$ cat src/rtl/relay_frame_tx_pkg.sv
// Shared relay definitions: start fields, END lengths, timing defaults and FSM encoding.
// Imported by both the transmit framer and the receive-side decoder.
package relay_frame_tx_pkg;

    localparam logic [7:0] START_READER     = 8'hC0;
    localparam logic [7:0] START_TAG        = 8'hF0;
    localparam int         END_SLOTS_READER = 24;
    localparam int         END_SLOTS_TAG    = 16;
    localparam int         GUARD_SLOTS_DEF  = 16;
    localparam logic [3:0] TICK_PHASE_DEF   = 4'b1000;
    localparam int         SLOT_CNT_W       = 5;

    typedef enum logic [2:0] {
        ST_IDLE,
        ST_GUARD,
        ST_START,
        ST_DATA,
        ST_END
    } relay_state_e;

    // Manchester: a 1 is sent as (1,0), a 0 as (0,1).
    function automatic logic manch_slot(input logic bit_val, input logic second_half);
        return bit_val ^ second_half;
    endfunction

endpackage

$ cat src/rtl/relay_slot_tick.sv
// Free-running 4-bit slot divider; tick is high for one clk when the divider hits TICK_PHASE.
// Zero latency from divider to tick, no backpressure; shared with the receive path.
module relay_slot_tick
    import relay_frame_tx_pkg::*;
#(
    parameter logic [3:0] TICK_PHASE = TICK_PHASE_DEF
) (
    input  logic clk,
    input  logic reset,
    output logic tick
);

    logic [3:0] div_q;
    logic [3:0] div_d;

    always_comb begin
        div_d = div_q + 4'd1;
        tick  = (div_q == TICK_PHASE);
    end

    always_ff @(posedge clk or negedge reset) begin
        if (!reset) begin
            div_q <= 4'd0;
        end else begin
            div_q <= div_d;
        end
    end

endmodule

$ cat src/rtl/relay_frame_tx.sv
// Relay frame serializer: GUARD zeros, start field, Manchester payload, END zeros, one slot per tick.
// One-byte holding register; tx_ready drops while it is full, refilled back-to-back with no gap slot.
module relay_frame_tx
    import relay_frame_tx_pkg::*;
#(
    parameter int         GUARD_SLOTS = GUARD_SLOTS_DEF,
    parameter logic [3:0] TICK_PHASE  = TICK_PHASE_DEF
) (
    input  logic       clk,
    input  logic       reset,
    input  logic       fake_reader,
    input  logic       tx_valid,
    input  logic [7:0] tx_data,
    input  logic       tx_last,
    output logic       tx_ready,
    output logic       data_out,
    output logic       busy,
    output logic       underrun
);

    localparam int                GAP_W    = $clog2(GUARD_SLOTS + 1);
    localparam logic [GAP_W-1:0]  GAP_FULL = GAP_W'(GUARD_SLOTS);

    logic                  tick;
    relay_state_e          state_q, state_d;
    logic [SLOT_CNT_W-1:0] slot_cnt_q, slot_cnt_d;
    logic [GAP_W-1:0]      gap_q, gap_d;
    logic                  rdr_q, rdr_d;
    logic [7:0]            cur_dat_q, cur_dat_d;
    logic                  cur_last_q, cur_last_d;
    logic                  hold_vld_q, hold_vld_d;
    logic [7:0]            hold_dat_q, hold_dat_d;
    logic                  hold_last_q, hold_last_d;
    logic                  hold_rdr_q, hold_rdr_d;
    logic                  rdy_en_q, rdy_en_d;
    logic                  data_out_q, data_out_d;
    logic                  busy_q, busy_d;
    logic                  underrun_q, underrun_d;

    logic                  accept;
    logic                  unload;
    logic                  slot;
    logic                  new_rdr;
    logic [7:0]            start_pat;
    logic [SLOT_CNT_W-1:0] end_last_cnt;

    relay_slot_tick #(
        .TICK_PHASE (TICK_PHASE)
    ) u_slot_tick (
        .clk   (clk),
        .reset (reset),
        .tick  (tick)
    );

    assign tx_ready = rdy_en_q && !hold_vld_q;
    assign data_out = data_out_q;
    assign busy     = busy_q;
    assign underrun = underrun_q;

    always_comb begin
        accept       = tx_valid && tx_ready;
        new_rdr      = hold_vld_q ? hold_rdr_q : fake_reader;
        start_pat    = rdr_q ? START_READER : START_TAG;
        end_last_cnt = rdr_q ? SLOT_CNT_W'(END_SLOTS_READER - 1) : SLOT_CNT_W'(END_SLOTS_TAG - 1);

        state_d     = state_q;
        slot_cnt_d  = slot_cnt_q;
        gap_d       = gap_q;
        rdr_d       = rdr_q;
        cur_dat_d   = cur_dat_q;
        cur_last_d  = cur_last_q;
        hold_vld_d  = hold_vld_q;
        hold_dat_d  = hold_dat_q;
        hold_last_d = hold_last_q;
        hold_rdr_d  = hold_rdr_q;
        rdy_en_d    = 1'b1;
        data_out_d  = data_out_q;
        busy_d      = (state_q != ST_IDLE);
        underrun_d  = 1'b0;
        unload      = 1'b0;
        slot        = 1'b0;

        case (state_q)
            ST_IDLE: begin
                if (accept || hold_vld_q) begin
                    state_d = ST_GUARD;
                    rdr_d   = new_rdr;
                end
            end
            ST_GUARD: begin
                // A satisfied gap lets this very tick carry the first start slot.
                if (tick) begin
                    if (gap_q >= GAP_FULL) begin
                        state_d    = ST_START;
                        slot       = start_pat[7];
                        slot_cnt_d = SLOT_CNT_W'(1);
                        gap_d      = '0;
                    end else begin
                        gap_d = gap_q + GAP_W'(1);
                    end
                end
            end
            ST_START: begin
                if (tick) begin
                    slot = start_pat[3'd7 - slot_cnt_q[2:0]];
                    if (slot_cnt_q == SLOT_CNT_W'(7)) begin
                        state_d    = ST_DATA;
                        slot_cnt_d = '0;
                        unload     = 1'b1;
                    end else begin
                        slot_cnt_d = slot_cnt_q + SLOT_CNT_W'(1);
                    end
                end
            end
            ST_DATA: begin
                if (tick) begin
                    slot = manch_slot(cur_dat_q[3'd7 - slot_cnt_q[3:1]], slot_cnt_q[0]);
                    if (slot_cnt_q == SLOT_CNT_W'(15)) begin
                        slot_cnt_d = '0;
                        if (cur_last_q) begin
                            state_d = ST_END;
                        end else if (hold_vld_q) begin
                            unload = 1'b1;
                        end else begin
                            state_d    = ST_END;
                            underrun_d = 1'b1;
                        end
                    end else begin
                        slot_cnt_d = slot_cnt_q + SLOT_CNT_W'(1);
                    end
                end
            end
            ST_END: begin
                if (tick) begin
                    if (gap_q != GAP_FULL) begin
                        gap_d = gap_q + GAP_W'(1);
                    end
                    if (slot_cnt_q == end_last_cnt) begin
                        slot_cnt_d = '0;
                        if (accept || hold_vld_q) begin
                            state_d = ST_GUARD;
                            rdr_d   = new_rdr;
                        end else begin
                            state_d = ST_IDLE;
                        end
                    end else begin
                        slot_cnt_d = slot_cnt_q + SLOT_CNT_W'(1);
                    end
                end
            end
            default: state_d = ST_IDLE;
        endcase

        if (tick) begin
            data_out_d = slot;
        end

        // Unload before store so a same-cycle refill is never lost.
        if (unload) begin
            hold_vld_d = 1'b0;
            cur_dat_d  = hold_dat_q;
            cur_last_d = hold_last_q;
        end
        if (accept) begin
            hold_vld_d  = 1'b1;
            hold_dat_d  = tx_data;
            hold_last_d = tx_last;
            hold_rdr_d  = fake_reader;
        end
    end

    always_ff @(posedge clk or negedge reset) begin
        if (!reset) begin
            state_q     <= ST_IDLE;
            slot_cnt_q  <= '0;
            gap_q       <= '0;
            rdr_q       <= 1'b0;
            cur_dat_q   <= 8'd0;
            cur_last_q  <= 1'b0;
            hold_vld_q  <= 1'b0;
            hold_dat_q  <= 8'd0;
            hold_last_q <= 1'b0;
            hold_rdr_q  <= 1'b0;
            rdy_en_q    <= 1'b0;
            data_out_q  <= 1'b0;
            busy_q      <= 1'b0;
            underrun_q  <= 1'b0;
        end else begin
            state_q     <= state_d;
            slot_cnt_q  <= slot_cnt_d;
            gap_q       <= gap_d;
            rdr_q       <= rdr_d;
            cur_dat_q   <= cur_dat_d;
            cur_last_q  <= cur_last_d;
            hold_vld_q  <= hold_vld_d;
            hold_dat_q  <= hold_dat_d;
            hold_last_q <= hold_last_d;
            hold_rdr_q  <= hold_rdr_d;
            rdy_en_q    <= rdy_en_d;
            data_out_q  <= data_out_d;
            busy_q      <= busy_d;
            underrun_q  <= underrun_d;
        end
    end

endmodule

$ cat config.mk
export PLATFORM = sky130hd
export DESIGN_NAME = relay_frame_tx
export DESIGN_NICKNAME = d
export VERILOG_FILES = /design/src/rtl/relay_frame_tx_pkg.sv /design/src/rtl/relay_slot_tick.sv /design/src/rtl/relay_frame_tx.sv
export SDC_FILE = /design/constraint.sdc
export NUM_CORES = 1
export LEC_CHECK = 0
export ABC_AREA = 1
export BUFFER_PORTS_ARGS = -buffer_cell sky130_fd_sc_hd__buf_2
export CAP_MARGIN = 20
export CORE_MARGIN = 5
export CORE_UTILIZATION = 30
export CTS_CLUSTER_DIAMETER = 40
export DETAILED_ROUTE_END_ITERATION = 7
export GPL_ROUTABILITY_DRIVEN = 0
export SLEW_MARGIN = 5
export SYNTH_ARGS = -nofsm -noshare
export SYNTH_HDL_FRONTEND = slang
export SYNTH_SLANG_ARGS = --single-unit
$ cat constraint.sdc
create_clock -name clk -period 3.94 [get_ports clk]
set_input_delay 0.197 -clock clk [delete_from_list [all_inputs] [get_ports clk]]
set_output_delay 0.197 -clock clk [all_outputs]
set_load 0.1 [all_outputs]
==> impl_metrics.py <==
metrics = {
    "power": {
        "p_seq_share_pct": 45.3,
        "vdd_drop_max_v": 0.000254,
        "leakagePower_nw": 1.18,
        "switching_share_pct": 40.6,
        "p_switching_mw": 0.521,
        "pwr-share-comb_pct": 32.4,
        "internal-power_mw": 0.763,
        "powerDensity_mw_per_mm2": 530,
        "p_clk_share_pct": 22.3,
    },
    "timing": {
        "max_slew_margin_pct": 37.5,
        "final-max-slew-violation-count": 0,
        "post-route-period-util_pct": 47.1,
        "fmax_mhz": 539,
        "finalSetupViolations": 0,
        "tns_ns": 0,
        "hold_violations": 0,
        "period_needed_ns": 1.85,
        "worstMarginPinSlew_ns": 0.937,
        "rsz0062_at_grt": "no",
        "clock_skew_ns": 0.00428,
    },
    "synthesis": {
        "async_reset_ff_share_pct": 100,
        "synthSimpleGateAreaFrac_pct": 24.2,
        "syn-num-nets": 276,
        "synthMuxAreaShare_pct": 0,
        "synth_top_family_by_area": "simple AND/OR/NAND/NOR gates",
        "ys_types": 30,
        "synth-edff-count": 0,
        "synthAdderAreaFrac_pct": 3.49,
        "synth_xor_area_share_pct": 2.03,
        "synthCells": 257,
        "synth.cell_area_sq_mm": 0.00215,
        "ys_seq_area_share_pct": 48.8,
        "synth-compound-area-share_pct": 13.4,
        "yosys_register_bits": 42,
        "ys_warn_count": 0,
        "ys.flop_type": "dfrtp_1",
        "avgSynthCellArea_sq_um": 8.37,
    },
    "global_route": {
        "grt_pass1_vias": 1657,
        "antenna_found_initial": 0,
        "grt_busiest_layer": "met2",
        "use_met2_pct": 16.3,
        "grt_max_degree": 43,
        "grt_use_met1_pct": 14.1,
        "grt_remaining_overflow": 0,
        "gr-usage-all-layers_pct": 10.4,
        "grt_pass1_wl_um": 7490,
        "gr-usage-met3_pct": 1.91,
    },
    "cts": {
        "postCtsHoldBufs": 0,
        "insertion_delay_ns": 0.30,
        "numCtsBuffers": 5,
        "cts.sinks": 42,
        "htreeDepth": 2,
        "cts_root_buf": "clkbuf_8",
        "cts_setup_buffers": 0,
        "clock_path_buffers": 2,
        "tritoncts": "built",
        "post_cts_resized": 0,
        "path_clk_slew_ns": 0.09,
    },
    "floorplanning": {
        "die-height_um": 94.7,
        "fp.coreArea_sq_mm": 0.00687,
        "dieArea_sq_mm": 0.00897,
        "die_w_um": 94.7,
        "rows": 30,
        "io_pins": 17,
        "start_util_pct": 31.3,
    },
    "critical_path": {
        "crit_slowest_cell": "dfrtp_1",
        "r2r_end": "hold_vld_q$_DFFE_PN0P_",
        "path_class": "reg -> reg",
        "reg2reg_from": "slot_cnt_q[1]$_DFFE_PN0P_",
        "critPathLaunchType": "register",
        "crit_required_ns": 4.13,
        "rrSetupSlack_ns": 2.09,
        "path_cells": "ha_1, nand2_2, clkinv_2, nand3_1, o22ai_2, nand3_4, o21ai_0, inv_1",
        "max_stage_delay_ns": 0.50,
        "rr_worst_depth": 8,
        "crit_fanout": 19,
        "critical_path.startpoint": "slot_cnt_q[1]$_DFFE_PN0P_",
        "endpoint_kind": "register",
        "critPathArrivalTime_ns": 2.05,
        "critPathCapture": "hold_vld_q$_DFFE_PN0P_",
    },
    "job": {
        "drv_cap": 0,
    },
    "route": {
        "ant_nets": 0,
        "drt_iter0_drc": 71,
        "drc": 0,
        "post_drt_wl_per_cell_um": 10.8,
        "firstDrtPassIters": 4,
        "wirelength_um": 4050,
        "vias_per_cell": 4.51,
        "vias": 1687,
    },
    "finish": {
        "area_growth_pct": 12.6,
        "nets": 296,
        "fin_util_pct": 35.3,
        "num_antenna_cells": 0,
        "mostFrequentLayoutCells": "nand2_1, dfrtp_1, inv_1",
        "drive_gt1_share_pct": 17.3,
        "final_cells": 374,
        "layout_commonest_cell": "nand2_1",
    },
    "worst_hold_path": {
        "hold_path_class": "in -> async",
    },
    "place": {
        "dp.cells": 366,
        "hpwl_um": 2940,
        "portBuffers": 16,
    },
    "status": {
        "outcome": "complete, no violations",
    },
}
[routing by layer]
| metal | share of wire (%) | vias up |
|---|---|---|
| met5 | 0 | - |
| li1 | - | 856 |
| met1 | 49 | 795 |
| met3 | 3.2 | 6 |
| met4 | 2.0 | 0 |
| met2 | 46 | 30 |
[layout make-up]
| type | instances | area [sq um] |
|---|---|---|
| Clock buffer | 5 | 68.8 |
| Inverter | 40 | 151 |
| Clock inverter | 3 | 21.3 |
| Fill cell | 721 | 4450 |
| Multi-Input combinational cell | 172 | 931 |
| Tap cell | 96 | 120 |
| Sequential cell | 42 | 1050 |
| Timing Repair Buffer | 16 | 80.1 |
[synth_stat cells, types with 4 or more instances]
library cell / n / area share, %
ha_1: 6 / 3.5
nor2_1: 18 / 3.1
nand3_1: 20 / 4.7
a21oi_1: 8 / 1.9
inv_1: 35 / 6.1
nand2_1: 67 / 12
inv_2: 4 / 0.70
xor2_1: 5 / 2.0
a21oi_2: 9 / 3.7
o21ai_0: 19 / 4.4
dfrtp_1: 42 / 49
[flip-flops by register name, indices dropped and copies added, names as in the netlist, 3 cells and up]
signal,count
slot_cnt_q,5
hold_dat_q,8
u_slot_tick.div_q,4
state_q,3
gap_q,5
cur_dat_q,8
[critical path: cells and delay by family, from the launching register on]
family	cells	cell delay, ns
simple gates	3	0.44
buf+inv	2	0.13
flops	1	0.50
compound gates	2	0.43
fa+ha+maj	1	0.25
[how the worst min path moves through the flow]
stage               start                   endpoint  slack [ns]  depth (start not counted)
6_report            reset   cur_dat_q[7]$_DFFE_PN0P_        0.04                          1
4_1_cts        tx_data[0]  hold_dat_q[0]$_DFFE_PN0P_        0.08                          3
3_5_place_dp   tx_data[4]  hold_dat_q[4]$_DFFE_PN0P_        0.40                          3
5_1_grt        tx_data[3]  hold_dat_q[3]$_DFFE_PN0P_        0.09                          3
3_3_place_gp   tx_data[1]  hold_dat_q[1]$_DFFE_PN0P_        0.39                          3
2_1_floorplan       reset             busy$_DFF_PN0_        -0.1                          0
[per-stage QoR]
step | area [sq um] | setup slack, ns | hold WS [ns] | power (mW)
3_3_place_gp | 2330 | 2.10 | 0.391 | 1.00
5_1_grt | 2420 | 1.88 | 0.0932 | 1.39
6_report | 2420 | 2.09 | 0.0386 | 1.28
4_1_cts | 2420 | 2.08 | 0.0842 | 1.30
2_1_floorplan | 2150 | 1.41 | -0.0986 | 0.912
3_5_place_dp | 2330 | 2.10 | 0.399 | 1.01
[power by group through the flow]
stage / Combinational (mW) / Sequential, mW / Clock (mW)
final: 0.416 / 0.582 / 0.286
after global routing: 0.480 / 0.596 / 0.314
after CTS: 0.419 / 0.582 / 0.298
after detailed placement: 0.417 / 0.590 / 0
after global placement: 0.416 / 0.589 / 0
after floorplan: 0.276 / 0.636 / 0
[cell families after synthesis]
logic type | after synthesis
xor+xnor | 5
other cells | 1
fa+ha+maj | 6
flops | 42
buf+inv | 43
simple gates | 116
compound gates | 44
No activity file was read; power rests on OpenSTA's default activity.
